File: src/rtl/irq_ctrl_pkg.sv
// ============================================================================
// irq_ctrl_pkg : register map, CTRL field positions, FSM encoding and fault
//                source ID offsets shared by the interrupt controller files.
// Revision     : 1.0
// ============================================================================
`default_nettype none

package irq_ctrl_pkg;

  localparam logic [2:0] C_ADDR_PENDING  = 3'd0;
  localparam logic [2:0] C_ADDR_ENABLE   = 3'd1;
  localparam logic [2:0] C_ADDR_TRIGGER  = 3'd2;
  localparam logic [2:0] C_ADDR_COMPLETE = 3'd3;
  localparam logic [2:0] C_ADDR_CTRL     = 3'd4;

  localparam int C_CTRL_GEN      = 0;
  localparam int C_CTRL_LAF_EN   = 1;
  localparam int C_CTRL_SAF_EN   = 2;
  localparam int C_CTRL_LAF_PEND = 8;
  localparam int C_CTRL_SAF_PEND = 9;

  // Fault sources sit directly above the external lines in the ID space.
  localparam int C_LAF_OFS = 0;
  localparam int C_SAF_OFS = 1;

  typedef enum logic [0:0] {
    ST_IDLE = 1'b0,
    ST_REQ  = 1'b1
  } irq_state_t;

endpackage

`default_nettype wire

File: src/rtl/irq_prio_sel.sv
// ============================================================================
// irq_prio_sel : combinational find-first-set over the selectable vector,
//                starting the search at i_base and wrapping around.
// Revision     : 1.0
// ============================================================================
`default_nettype none

module irq_prio_sel #(
  parameter int C_NUM   = 34,
  parameter int C_ID_SZ = 6
) (
  input  logic [C_NUM-1:0]   i_req,
  input  logic [C_ID_SZ-1:0] i_base,
  output logic               o_valid,
  output logic [C_ID_SZ-1:0] o_id
);

  localparam int C_IW = (C_NUM > 1) ? $clog2(C_NUM) : 1;

  always_comb begin : p_sel
    int idx;
    o_valid = 1'b0;
    o_id    = '0;
    idx     = 0;
    for (int k = 0; k < C_NUM; k++) begin
      idx = int'(i_base) + k;
      if (idx >= C_NUM) idx = idx - C_NUM;
      if (!o_valid && i_req[idx[C_IW-1:0]]) begin
        o_valid = 1'b1;
        o_id    = C_ID_SZ'(idx);
      end
    end
  end

endmodule

`default_nettype wire

File: src/rtl/irq_ctrl.sv
// ============================================================================
// irq_ctrl : hart interrupt controller with per-source gateway, register port
//            and a single request/claim interface to the vectoring controller.
//            Optional MERLIN_IRQ_ROUND_ROBIN_EN selects rotating priority.
// Revision : 1.0
// ============================================================================
`default_nettype none

module irq_ctrl
  import irq_ctrl_pkg::*;
#(
  parameter int C_IRQV_SZ = 32,
  parameter int C_ID_SZ   = 6
) (
  input  logic                 clk_i,
  input  logic                 clk_en_i,
  input  logic                 resetb_i,
  input  logic [C_IRQV_SZ-1:0] irqv_i,
  input  logic                 lsq_laf_i,
  input  logic                 lsq_saf_i,
  input  logic                 reg_rd_i,
  input  logic                 reg_wr_i,
  input  logic [2:0]           reg_addr_i,
  input  logic [31:0]          reg_wdata_i,
  output logic [31:0]          reg_rdata_o,
  output logic                 hvec_irq_o,
  output logic [C_ID_SZ-1:0]   hvec_irq_id_o,
  input  logic                 hvec_irq_ack_i
);

  localparam int C_NS     = C_IRQV_SZ + 2;
  localparam int C_LAF_ID = C_IRQV_SZ + C_LAF_OFS;
  localparam int C_SAF_ID = C_IRQV_SZ + C_SAF_OFS;
  localparam logic [C_NS-1:0] C_ONE = C_NS'(1);

  logic [C_IRQV_SZ-1:0] r_sync1, r_sync2, r_sync3;
  logic [C_IRQV_SZ-1:0] r_enable, r_trigger;
  logic                 r_gen, r_laf_en, r_saf_en;
  logic [C_NS-1:0]      r_epend, r_insvc;
  irq_state_t           r_state;

  logic [C_NS-1:0]    w_rise, w_level, w_pend, w_en, w_selectable;
  logic [C_NS-1:0]    w_edge_mask, w_cur_mask, w_claim_mask, w_cmp_mask;
  logic               w_claim, w_cur_sel, w_cmp_wr;
  logic [C_ID_SZ-1:0] w_cmp_id, w_base, w_sel_id;
  logic               w_sel_valid;
  logic [31:0]        w_rdata;

  // Gateway: level sources follow the synced line, edge sources are sticky.
  assign w_edge_mask  = {2'b11, r_trigger};
  assign w_rise       = {lsq_saf_i, lsq_laf_i, r_sync2 & ~r_sync3 & r_trigger};
  assign w_level      = {2'b00, r_sync2 & ~r_trigger};
  assign w_pend       = r_epend | (w_level & ~r_insvc);
  assign w_en         = {r_saf_en, r_laf_en, r_enable};
  assign w_selectable = w_pend & w_en & ~r_insvc & {C_NS{r_gen}};

  assign w_cur_mask   = C_ONE << hvec_irq_id_o;
  assign w_cur_sel    = |(w_selectable & w_cur_mask);
  assign w_claim      = (r_state == ST_REQ) && hvec_irq_ack_i;
  assign w_claim_mask = w_claim ? w_cur_mask : '0;

  assign w_cmp_id   = reg_wdata_i[C_ID_SZ-1:0];
  assign w_cmp_wr   = reg_wr_i && (reg_addr_i == C_ADDR_COMPLETE) && (int'(w_cmp_id) < C_NS);
  assign w_cmp_mask = w_cmp_wr ? (C_ONE << w_cmp_id) : '0;

`ifdef MERLIN_IRQ_ROUND_ROBIN_EN
  logic [C_ID_SZ-1:0] r_last_id;

  always_ff @(posedge clk_i or negedge resetb_i) begin
    if (!resetb_i)              r_last_id <= C_ID_SZ'(C_NS - 1);
    else if (clk_en_i && w_claim) r_last_id <= hvec_irq_id_o;
  end

  assign w_base = (int'(r_last_id) == C_NS - 1) ? '0 : r_last_id + C_ID_SZ'(1);
`else
  assign w_base = '0;
`endif

  irq_prio_sel #(
    .C_NUM   (C_NS),
    .C_ID_SZ (C_ID_SZ)
  ) u_prio_sel (
    .i_req   (w_selectable),
    .i_base  (w_base),
    .o_valid (w_sel_valid),
    .o_id    (w_sel_id)
  );

  always_ff @(posedge clk_i or negedge resetb_i) begin
    if (!resetb_i) begin
      r_sync1 <= '0;
      r_sync2 <= '0;
      r_sync3 <= '0;
      r_epend <= '0;
      r_insvc <= '0;
    end else if (clk_en_i) begin
      r_sync1 <= irqv_i;
      r_sync2 <= r_sync1;
      r_sync3 <= r_sync2;
      // Same-cycle edge beats the claim clear; same-cycle claim beats COMPLETE.
      r_epend <= ((r_epend & ~w_claim_mask) | w_rise) & w_edge_mask;
      r_insvc <= (r_insvc & ~w_cmp_mask) | w_claim_mask;
    end
  end

  always_ff @(posedge clk_i or negedge resetb_i) begin
    if (!resetb_i) begin
      r_enable  <= '0;
      r_trigger <= '0;
      r_gen     <= 1'b0;
      r_laf_en  <= 1'b0;
      r_saf_en  <= 1'b0;
    end else if (clk_en_i && reg_wr_i) begin
      case (reg_addr_i)
        C_ADDR_ENABLE:  r_enable  <= reg_wdata_i[C_IRQV_SZ-1:0];
        C_ADDR_TRIGGER: r_trigger <= reg_wdata_i[C_IRQV_SZ-1:0];
        C_ADDR_CTRL: begin
          r_gen    <= reg_wdata_i[C_CTRL_GEN];
          r_laf_en <= reg_wdata_i[C_CTRL_LAF_EN];
          r_saf_en <= reg_wdata_i[C_CTRL_SAF_EN];
        end
        default: ;
      endcase
    end
  end

  always_comb begin
    w_rdata = '0;
    case (reg_addr_i)
      C_ADDR_PENDING: w_rdata[C_IRQV_SZ-1:0] = w_pend[C_IRQV_SZ-1:0];
      C_ADDR_ENABLE:  w_rdata[C_IRQV_SZ-1:0] = r_enable;
      C_ADDR_TRIGGER: w_rdata[C_IRQV_SZ-1:0] = r_trigger;
      C_ADDR_COMPLETE: begin
        w_rdata[31]          = hvec_irq_o;
        w_rdata[C_ID_SZ-1:0] = hvec_irq_id_o;
      end
      C_ADDR_CTRL: begin
        w_rdata[C_CTRL_GEN]      = r_gen;
        w_rdata[C_CTRL_LAF_EN]   = r_laf_en;
        w_rdata[C_CTRL_SAF_EN]   = r_saf_en;
        w_rdata[C_CTRL_LAF_PEND] = r_epend[C_LAF_ID];
        w_rdata[C_CTRL_SAF_PEND] = r_epend[C_SAF_ID];
      end
      default: ;
    endcase
  end

  always_ff @(posedge clk_i or negedge resetb_i) begin
    if (!resetb_i)                 reg_rdata_o <= '0;
    else if (clk_en_i && reg_rd_i) reg_rdata_o <= w_rdata;
  end

  // The latched ID stays frozen while requesting; ack takes precedence over withdraw.
  always_ff @(posedge clk_i or negedge resetb_i) begin
    if (!resetb_i) begin
      r_state       <= ST_IDLE;
      hvec_irq_o    <= 1'b0;
      hvec_irq_id_o <= '0;
    end else if (clk_en_i) begin
      case (r_state)
        ST_IDLE: begin
          if (w_sel_valid) begin
            r_state       <= ST_REQ;
            hvec_irq_o    <= 1'b1;
            hvec_irq_id_o <= w_sel_id;
          end
        end
        ST_REQ: begin
          if (hvec_irq_ack_i || !w_cur_sel) begin
            r_state    <= ST_IDLE;
            hvec_irq_o <= 1'b0;
          end
        end
        default: begin
          r_state    <= ST_IDLE;
          hvec_irq_o <= 1'b0;
        end
      endcase
    end
  end

endmodule

`default_nettype wire

File: config.mk
export PLATFORM = sky130hd
export DESIGN_NAME = irq_ctrl
export DESIGN_NICKNAME = d
export VERILOG_FILES = /design/src/rtl/irq_ctrl_pkg.sv /design/src/rtl/irq_prio_sel.sv /design/src/rtl/irq_ctrl.sv
export SDC_FILE = /design/constraint.sdc
export NUM_CORES = 1
export LEC_CHECK = 0
export BUFFER_PORTS_ARGS = -buffer_cell sky130_fd_sc_hd__buf_2
export CAP_MARGIN = 0
export CORE_MARGIN = 4
export CORE_UTILIZATION = 26
export CTS_BUF_LIST = sky130_fd_sc_hd__clkbuf_4 sky130_fd_sc_hd__clkbuf_8
export CTS_CLUSTER_SIZE = 24
export DETAILED_ROUTE_END_ITERATION = 6
export SYNTH_ARGS = -nofsm -noshare
export SYNTH_HDL_FRONTEND = slang
export SYNTH_SLANG_ARGS = --single-unit
File: constraint.sdc
create_clock -name clk_i -period 1.9 [get_ports clk_i]
set_input_delay 0.19 -clock clk_i [delete_from_list [all_inputs] [get_ports clk_i]]
set_output_delay 0.19 -clock clk_i [all_outputs]
set_load 0.005 [all_outputs]
==> flow_metrics.tcl, run 1 <==
set metrics [dict create \
    status "complete, but fails checks" \
    violations "negative setup slack" \
    wl_per_cell_um 20.8 \
    critPathRequiredTime_ps 2430 \
    synth_top_family_by_area "compound AO/OA/AOI/OAI gates" \
    post-route-period-util_pct 114 \
    io_pins 114 \
    initialDrtViolationCount 690 \
    grt_overflow 0 \
    fmax_mhz 462 \
    grt_max_degree 72 \
    rows 82 \
    portBuffers 113 \
    critical_path_class "flip-flop to flip-flop" \
    gp_congestion 0.928 \
    use_met3_pct 2.84 \
    worstMarginPinSlew_ps 520 \
    dr.pass1.iters 5 \
    synth.area.mux_share_pct 13.5 \
    synth-simple-area-share_pct 13.6 \
    postSynthCellCount 1260 \
    clk_pin_slew_ps 60 \
    endpoint_kind "flip-flop" \
    rsz0062_at_grt "true" \
    antenna_found_initial 1 \
    finalCriticalPeriod_ps 2160 \
    crit_family "simple AND/OR/NAND/NOR gates" \
    grt_use_met2_pct 29.6 \
    synth_top_area_share_pct 50.9 \
    groute.usage.overall_pct 18.1 \
    drv_cap 0 \
    leakage_nw 8.21 \
    yosysMostFrequentCell "dfrtp_1" \
    synth-main-ff-cell "dfrtp_1" \
    layout.cells.non_filler 2398 \
    syn_avg_cell_area_um2 10.6 \
    path_buf_inv 2 \
    ys_seq_elements 271 \
    setup_viol 8 \
    fin_ws_ps -263 \
    ir_drop_uv 505 \
    insertion_delay_ps 630 \
    dp_cells 2230 \
    fp.dieW_um 234 \
    clockPowerShare_pct 27.6 \
    n_antenna_cell 0 \
    place_area_mm2 0.0165 \
    synth_fa_ha_area_share_pct 0 \
    crit_slowest_cell "dfrtp_2" \
    nets 1764 \
    seqPwrFrac_pct 35.4 \
    synth_xor_area_share_pct 0 \
    post-dp-hpwl_um 37000 \
    use_met1_pct 25.1 \
    ctsLongestPathBuffers 3 \
    yosysUniqueCellTypes 68 \
    cts_sinks 271 \
    yosysWarningCount 0 \
    swShare_pct 34.8 \
    busiest_layer "met2" \
    dpl_worst_slack_ps -416 \
    synthTopCellsByArea "dfrtp_1 (51%), mux2_2 (13%), o21ai_0 (5.0%)" \
    fin_skew_ps 29.9 \
    num_vias 11700 \
    drc 0 \
    p_comb_share_pct 37.0 \
    totalWireLength_um 49800 \
    internal_power_w 0.0146 \
    grt_pass1_vias 12300 \
    syn_area_mm2 0.0133 \
    synth_compound_area_share_pct 18.1 \
    ctsRootBufferMaster "clkbuf_8" \
    antenna_left 0 \
    power_density_mw_per_mm2 1200 \
    drv_slew 0 \
    viasPerCell 4.87 \
    hold_path.class "input port to flip-flop" \
    setup-tns-final_ps -1590 \
    async_flop_share_pct 100 \
    cp-start-kind "flip-flop" \
    die_area_mm2 0.0550 \
    htree_levels 2 \
    yosysTopAreaCell "dfrtp_1" \
    synth_nets 1335 \
    hold_viol 0 \
    grt_pass1_wl_um 75700 \
    crit_path_max_incr_delay_ps 450 \
    cts_tree "built" \
    fin_hold_ws_ps 64.8 \
    critical_path_peak_fanout 9 \
    final.fill_count 5103 \
    final_area_mm2 0.0187 \
    ys_seq_area_share_pct 50.9 \
    syn2layout_area_growth_pct 39.9 \
    cts_made_buffers 51 \
    core_area_mm2 0.0505 \
    power.switching_w 0.00779 \
    layout-drive-gt1-share_pct 40.2 \
    initial_core_util_pct 26.4 \
    crit_arrival_ps 2700 \
    die_h_um 234 \
    synth_common_cells "dfrtp_1 (271), mux2_2 (149), o21ai_0 (133)" \
    worstPathCellList "buf_12 -> and3b_1 -> o21ai_2 -> nand4b_4 -> nor4_4 -> buf_4 -> nand4_1 -> a31o_1 -> a41oi_2" \
    synth-edff-count 0 \
    max-slew-margin-rel_pct 65.3 \
]
[per-layer routing]
layer | wire length (um) | part of all wire, %
met1 | 23000 | 46
met2 | 23300 | 47
met3 | 2410 | 4.8
met4 | 1120 | 2.3
met5 | 0 | 0
[final timing paths]
path	endpoint	cells after the start	from	slack, ps
hold / removal	reg_rdata_o[5]$_DFFE_PN0P_	3	reg_addr_i[1]	60
min in group asynchronous	r_epend[0]$_DFFE_PN0P_	2	resetb_i	80
hold reg to reg	reg_rdata_o[20]$_DFFE_PN0P_	2	reg_rdata_o[20]$_DFFE_PN0P_	470
max in group asynchronous	r_insvc[13]$_DFFE_PN0P_	3	resetb_i	1170
setup / recovery	hvec_irq_id_o[0]$_DFFE_PN0P_	9	r_gen$_DFFE_PN0P_	-260
setup reg to reg	hvec_irq_id_o[0]$_DFFE_PN0P_	9	r_gen$_DFFE_PN0P_	-260
[cells by family (layout without fill, tap and decap cells)]
family	Yosys count	count (layout)
AO/OA/AOI/OAI	354	354
AND/OR/NAND/NOR	348	348
flip-flops	271	271
multiplexers	156	156
buffers and inverters	131	597
[worst min-delay path, stage by stage]
cell and delay [ps]:
buf_2 150, mux4_2 200, a22o_1 120
[registers in the layout, indices dropped and copies added, names as in the netlist]
signal / count
r_epend: 34
r_insvc: 34
r_enable: 32
r_sync1: 32
r_sync2: 32
r_sync3: 32
r_trigger: 32
reg_rdata_o: 32
hvec_irq_id_o: 6
hvec_irq_o: 1
r_gen: 1
r_laf_en: 1
r_saf_en: 1
r_state: 1
[metrics by stage]
step	total power (W)	util, %
after floorplan	0.0114	-
after global placement	0.0156	32.8
after detailed placement	0.0157	32.8
after CTS	0.0224	36.7
after global routing	0.0236	37.0
final	0.0224	37.0
[cell usage in the layout, fill, tap and decap left out, types with 19 or more instances in the layout]
| cell | instances |
|---|---|
| dfrtp_1 | 269 |
| buf_4 | 242 |
| mux2_2 | 149 |
| o21ai_0 | 132 |
| nand2_1 | 113 |
| buf_2 | 111 |
| dlygate4sd3_1 | 68 |
| inv_1 | 61 |
| clkbuf_8 | 60 |
| nor2_1 | 54 |
| a21oi_1 | 48 |
| nor2b_1 | 46 |
| nand2b_1 | 41 |
| nor3_1 | 19 |
| a22oi_1 | 19 |
[what timing repair did]
item	CTS	global route
setup endpoints to repair	12	31
cloned	1	0
buffers inserted	7	3
hold endpoints to repair	373	0
pin swaps	9	6
gates resized for setup	21	26
hold buffers	68	0
[power groups by stage]
stage | Sequential, W | Clock (W) | Combinational, W
after floorplan | 0.00777 | 0 | 0.00365
after global placement | 0.00791 | 0 | 0.00766
after detailed placement | 0.00794 | 0 | 0.00772
after CTS | 0.00788 | 0.00637 | 0.00813
after global routing | 0.00805 | 0.00665 | 0.00893
final | 0.00792 | 0.00618 | 0.00828
[cell type report]
type,instances,area [um2],share of cell area (%)
Clock buffer,76,946,5.07
Clock inverter,14,158,0.845
Inverter,63,236,1.27
Multi-Input combinational cell,858,6250,33.5
Sequential cell,271,6780,36.4
Tap cell,672,841,4.51
Timing Repair Buffer,444,3450,18.5
No activity file was read; power rests on OpenSTA's default activity.
==> run 2, diff against run 1 <==
Settings changed: ABC_AREA set to 0, CTS_BUF_LIST sky130_fd_sc_hd__clkbuf_4 sky130_fd_sc_hd__clkbuf_8 to unset.
==> run 2 against run 1 <==
  * The run still ends with negative setup slack left
  * Via count down 0.68%
  * Routed wire length fell by 0.68%
  * Flip-flop and latch count is the same
  * Worst setup slack gained 58 ps
  * Sequential power is essentially flat
  * Register-to-register slack improved by 60 ps
  * Largest power group unchanged
  * Design area is 0.10% higher
  * Critical path type unchanged
==> flow_metrics.tcl, run 2 (same netlist as run 1, synthesis figures left out) <==
set metrics [dict create \
    dr.pass1.iters 5 \
    post-route-period-util_pct 111 \
    endpoint_kind "flip-flop" \
    syn2layout_area_growth_pct 40.1 \
    fin_ws_ps -205 \
    critPathRequiredTime_ps 2340 \
    hold_viol 0 \
    setup-tns-final_ps -1360 \
    cp-start-kind "flip-flop" \
    cts_sinks 271 \
    layout_commonest_cell "dfrtp_1" \
    drc 0 \
    setup_viol 8 \
    crit_arrival_ps 2550 \
    layout-drive-gt1-share_pct 39.7 \
    initialDrtViolationCount 699 \
    viasPerCell 4.90 \
    critical_path_peak_fanout 21 \
    htree_levels 1 \
    finalCriticalPeriod_ps 2100 \
    fin_total_pwr_w 0.0224 \
    status "complete, but fails checks" \
    cts_made_buffers 31 \
    worstMarginPinSlew_ps 513 \
    grt_pass1_vias 12100 \
    antenna_left 0 \
    gp_congestion 0.928 \
    ctsRootBufferMaster "clkbuf_16" \
    rows 82 \
    drv_slew 0 \
    max-slew-margin-rel_pct 65.8 \
    critical_path_class "flip-flop to flip-flop" \
    wl_per_cell_um 20.9 \
    drv_cap 0 \
    n_antenna_cell 0 \
    core_area_mm2 0.0505 \
    hold_path.class "input port to flip-flop" \
    crit_path_max_incr_delay_ps 440 \
    fmax_mhz 475 \
    die_area_mm2 0.0550 \
    nets 1751 \
    fp.dieW_um 234 \
    grt_pass1_wl_um 74800 \
    groute.usage.overall_pct 17.8 \
    cts_tree "built" \
    initial_core_util_pct 26.4 \
    final.fill_count 5110 \
    rsz0062_at_grt "true" \
    clk_pin_slew_ps 60 \
    ir_drop_uv 711 \
    insertion_delay_ps 570 \
    fin_hold_ws_ps 78.1 \
    final_util_pct 37.0 \
    portBuffers 113 \
    io_pins 114 \
    worstPathCellList "buf_12 -> o2111ai_1 -> buf_4 -> and4_1 -> nor4b_4 -> a31o_4 -> and2b_1 -> a41oi_2" \
    violations "negative setup slack" \
    dpl_worst_slack_ps -416 \
    num_vias 11600 \
    leakage_nw 8.19 \
    mostFrequentLayoutCells "dfrtp_1 (269), buf_4 (251), mux2_2 (149), o21ai_0 (131), nand2_1 (112)" \
    antenna_found_initial 2 \
    top_regs "r_epend (34), r_insvc (34)" \
    grt_max_degree 72 \
    fin_skew_ps 11.3 \
    totalWireLength_um 49500 \
    power_density_mw_per_mm2 1200 \
    ctsLongestPathBuffers 3 \
    grt_overflow 0 \
    crit_slowest_cell "dfrtp_2" \
    post-dp-hpwl_um 37000 \
    die_h_um 234 \
]
==> run 2: cell count changes in the layout (fill, tap and decap cells not counted), moves of 3 or more <==
cell,before,now
a21oi_1,48,45
a21oi_2,0,3
buf_4,242,251
clkbuf_1,0,7
clkbuf_16,0,32
clkbuf_4,16,0
clkbuf_8,60,8
dlygate4sd3_1,68,65
nor2b_1,46,43
o2111ai_2,18,22
==> run 2: area by class of cell <==
type	instances	area, um2	share of cell area (%)
repair buffers	451	3500	18.7
clock inverters	8	92.6	0.496
well taps	672	841	4.50
multi-input cells	858	6310	33.8
flip-flops and latches	271	6780	36.3
clock buffers	46	912	4.88
inverters	63	236	1.27
==> run 2: worst max-delay path, delay by kind of cell, from the launching register on <==
kind	cells	cell delay (ps)
AOI/OAI and AO/OA	3	400
buffers and inverters	2	380
DFF	1	440
and+or+nand+nor	3	740
==> run 2: worst paths after layout <==
check	cells past startpoint	start	to	slack, ps
min reg2reg	2	reg_rdata_o[20]$_DFFE_PN0P_	reg_rdata_o[20]$_DFFE_PN0P_	470
max in group asynchronous	3	resetb_i	r_sync2[10]$_DFFE_PN0P_	1130
max reg2reg	8	r_gen$_DFFE_PN0P_	hvec_irq_id_o[0]$_DFFE_PN0P_	-200
min in group asynchronous	2	resetb_i	r_sync1[10]$_DFFE_PN0P_	130
max	8	r_gen$_DFFE_PN0P_	hvec_irq_id_o[0]$_DFFE_PN0P_	-200
min	3	reg_rd_i	reg_rdata_o[9]$_DFFE_PN0P_	80
==> run 2: repair_timing <==
action / CTS / global route
resized for setup: 28 / 38
setup endpoints to repair: 9 / 33
buffers inserted: 10 / 10
gates cloned: 0 / 1
hold buffers: 65 / 0
hold endpoints to repair: 368 / 0
pin swaps: 13 / 14
==> run 2: where the power goes <==
group	switching (W)	internal, W
clock	0.00240	0.00355
sequential	0.000919	0.00699
combinational	0.00437	0.00414
==> run 2: routing by layer <==
metal / GRT usage (%) / routed length (um)
met1: 25.0 / 22800
met2: 29.2 / 23100
met5: 0 / 16
met3: 2.37 / 2420
met4: 4.39 / 1130
==> run 2: metrics by stage <==
| stage | area, um2 | instances |
|---|---|---|
| after floorplan | 13300 | 1260 |
| after detailed placement | 16500 | 2230 |
| after CTS | 18400 | 2359 |
| final | 18700 | 2369 |
| after global placement | 16500 | 2230 |
| after global routing | 18700 | 2369 |
==> run 3, diff against run 2 <==
Clock period 1.9 ns to 2.6 ns, I/O delays scaled along.
==> run 3 against run 2 <==
  * The run now ends clean
  * Critical path depth down 2
  * Worst hold slack worse by 30 ps
  * Die area unchanged
  * Sequential power down 24%
  * Register-to-register slack better by 340 ps
  * Count of clock-buffer cells in the layout unchanged
  * Highest routed layer is now met4
==> flow_metrics.tcl, run 3 (same netlist as run 1, synthesis figures left out) <==
set metrics [dict create \
    status "finished clean" \
    die_h_um 234 \
    ir_drop_uv 519 \
    worstMarginPinSlew_ps 633 \
    syn2layout_area_growth_pct 25.9 \
    finalCriticalPeriod_ps 2460 \
    core_area_mm2 0.0505 \
    hold_viol 0 \
    layout.cells.non_filler 2168 \
    endpoint_kind "flip-flop" \
    critical_path_peak_fanout 8 \
    cp-start-kind "flip-flop" \
    antenna_left 0 \
    antenna_found_initial 0 \
    fmax_mhz 406 \
    grt_pass1_wl_um 70000 \
    ctsRootBufferMaster "clkbuf_16" \
    r2r_slack_ps 140 \
    layout_commonest_cell "dfrtp_1" \
    portBuffers 113 \
    totalWireLength_um 46100 \
    htree_levels 1 \
    grt_overflow 0 \
    max-slew-margin-rel_pct 57.8 \
    dp_cells 2051 \
    groute.usage.overall_pct 16.6 \
    cts_tree "built" \
    ctsLongestPathBuffers 3 \
    fin_hold_ws_ps 48.2 \
    hold_path.class "input port to flip-flop" \
    drv_cap 0 \
    cts_made_buffers 31 \
    insertion_delay_ps 570 \
    power_density_mw_per_mm2 878 \
    num_vias 10700 \
    n_antenna_cell 0 \
    mostFrequentLayoutCells "dfrtp_1 (269), mux2_2 (149), o21ai_0 (133), nand2_1 (116), buf_2 (111)" \
    layout.area.seq_mm2 0.00678 \
    dr.pass1.iters 5 \
    initial_core_util_pct 26.4 \
    fin_skew_ps 8.61 \
    rows 82 \
    grt_max_degree 69 \
    critical_path_class "flip-flop to flip-flop" \
    rsz0062_at_grt "false" \
    initialDrtViolationCount 859 \
    wl_per_cell_um 21.3 \
    grt_pass1_vias 11100 \
    cts_sinks 271 \
    multi_input_area_mm2 0.00604 \
    top_regs "r_epend (34), r_insvc (34)" \
    postCtsSetupBuffers 0 \
    viasPerCell 4.93 \
    nets 1551 \
    clk_pin_slew_ps 60 \
    io_pins 114 \
    crit_arrival_ps 2940 \
    final.fill_count 5171 \
    layout-drive-gt1-share_pct 29.3 \
    die_area_mm2 0.0550 \
    gp_congestion 0.973 \
    leakage_nw 7.11 \
    critPathRequiredTime_ps 3080 \
    drv_slew 0 \
    post-dp-hpwl_um 33700 \
    setup_viol 0 \
    fp.dieW_um 234 \
    drc 0 \
    post-route-period-util_pct 94.7 \
]
[run 3: cell types whose count changed in the layout (fill, tap and decap cells not counted), sizes merged]
cell	previous run	this run
buf	385	187
clkinv	5	2
bufinv	2	3
clkbuf	47	46
clkinvlp	1	2
dlygate4sd3	65	64
[run 3: cell type report]
type | count | share of cell area [%]
timing repair buffer | 251 | 11.0
tap | 672 | 5.01
clock inverter | 7 | 0.686
sequential | 271 | 40.4
inverter | 63 | 1.41
clock buffer | 46 | 5.44
multi-input combinational | 858 | 36.0
[run 3: final timing paths]
kind / from / endpoint / cells past startpoint
worst min register to register: reg_rdata_o[18]$_DFFE_PN0P_ / reg_rdata_o[18]$_DFFE_PN0P_ / 2
worst max-delay path: hvec_irq_id_o[2]$_DFFE_PN0P_ / r_state$_DFFE_PN0P_ / 6
worst max register to register: hvec_irq_id_o[2]$_DFFE_PN0P_ / r_state$_DFFE_PN0P_ / 6
max in group asynchronous: resetb_i / reg_rdata_o[13]$_DFFE_PN0P_ / 3
worst min-delay path: reg_wdata_i[2] / r_trigger[2]$_DFFE_PN0P_ / 3
min in group asynchronous: resetb_i / r_sync2[9]$_DFFE_PN0P_ / 2
[run 3: power by group]
part	switching (W)	total (W)	internal (W)
clock	0.00173	0.00442	0.00269
combinational	0.00242	0.00432	0.00190
sequential	0.000882	0.00599	0.00511
[run 3: per-stage QoR]
stage                     total power (W)  TNS, ps  setup slack (ps)  util [%]  instance area (um2)
after floorplan                   0.00835        0               701         -                13300
after global placement             0.0102     -449              -225      29.9                15100
after detailed placement           0.0103     -231              -117      29.9                15100
after CTS                          0.0149        0              15.8      33.2                16800
after global routing               0.0155        0              48.6      33.2                16800
final                              0.0147        0               139      33.2                16800
[run 3: per-layer routing]
layer	part of all wire [%]	up-vias	routed length, um	track usage, %
li1	-	4997	-	-
met1	46	5354	21400	23.4
met2	46	271	21300	27.1
met3	5.0	70	2290	2.67
met4	2.2	0	1030	3.32
met5	0	-	0	0
[run 3: critical path, cell delays in order (launching register included)]
cell and delay, ps:
dfrtp_1 680, nand2_1 460, o32ai_1 500, o21ai_0 140
o2111a_1 170, a31o_1 230, o211ai_1 170
[run 3: timing repair]
item                       CTS  global route
setup endpoints to repair    2             2
gates resized for setup      1             2
hold endpoints to repair   153             0
hold buffers                64             0
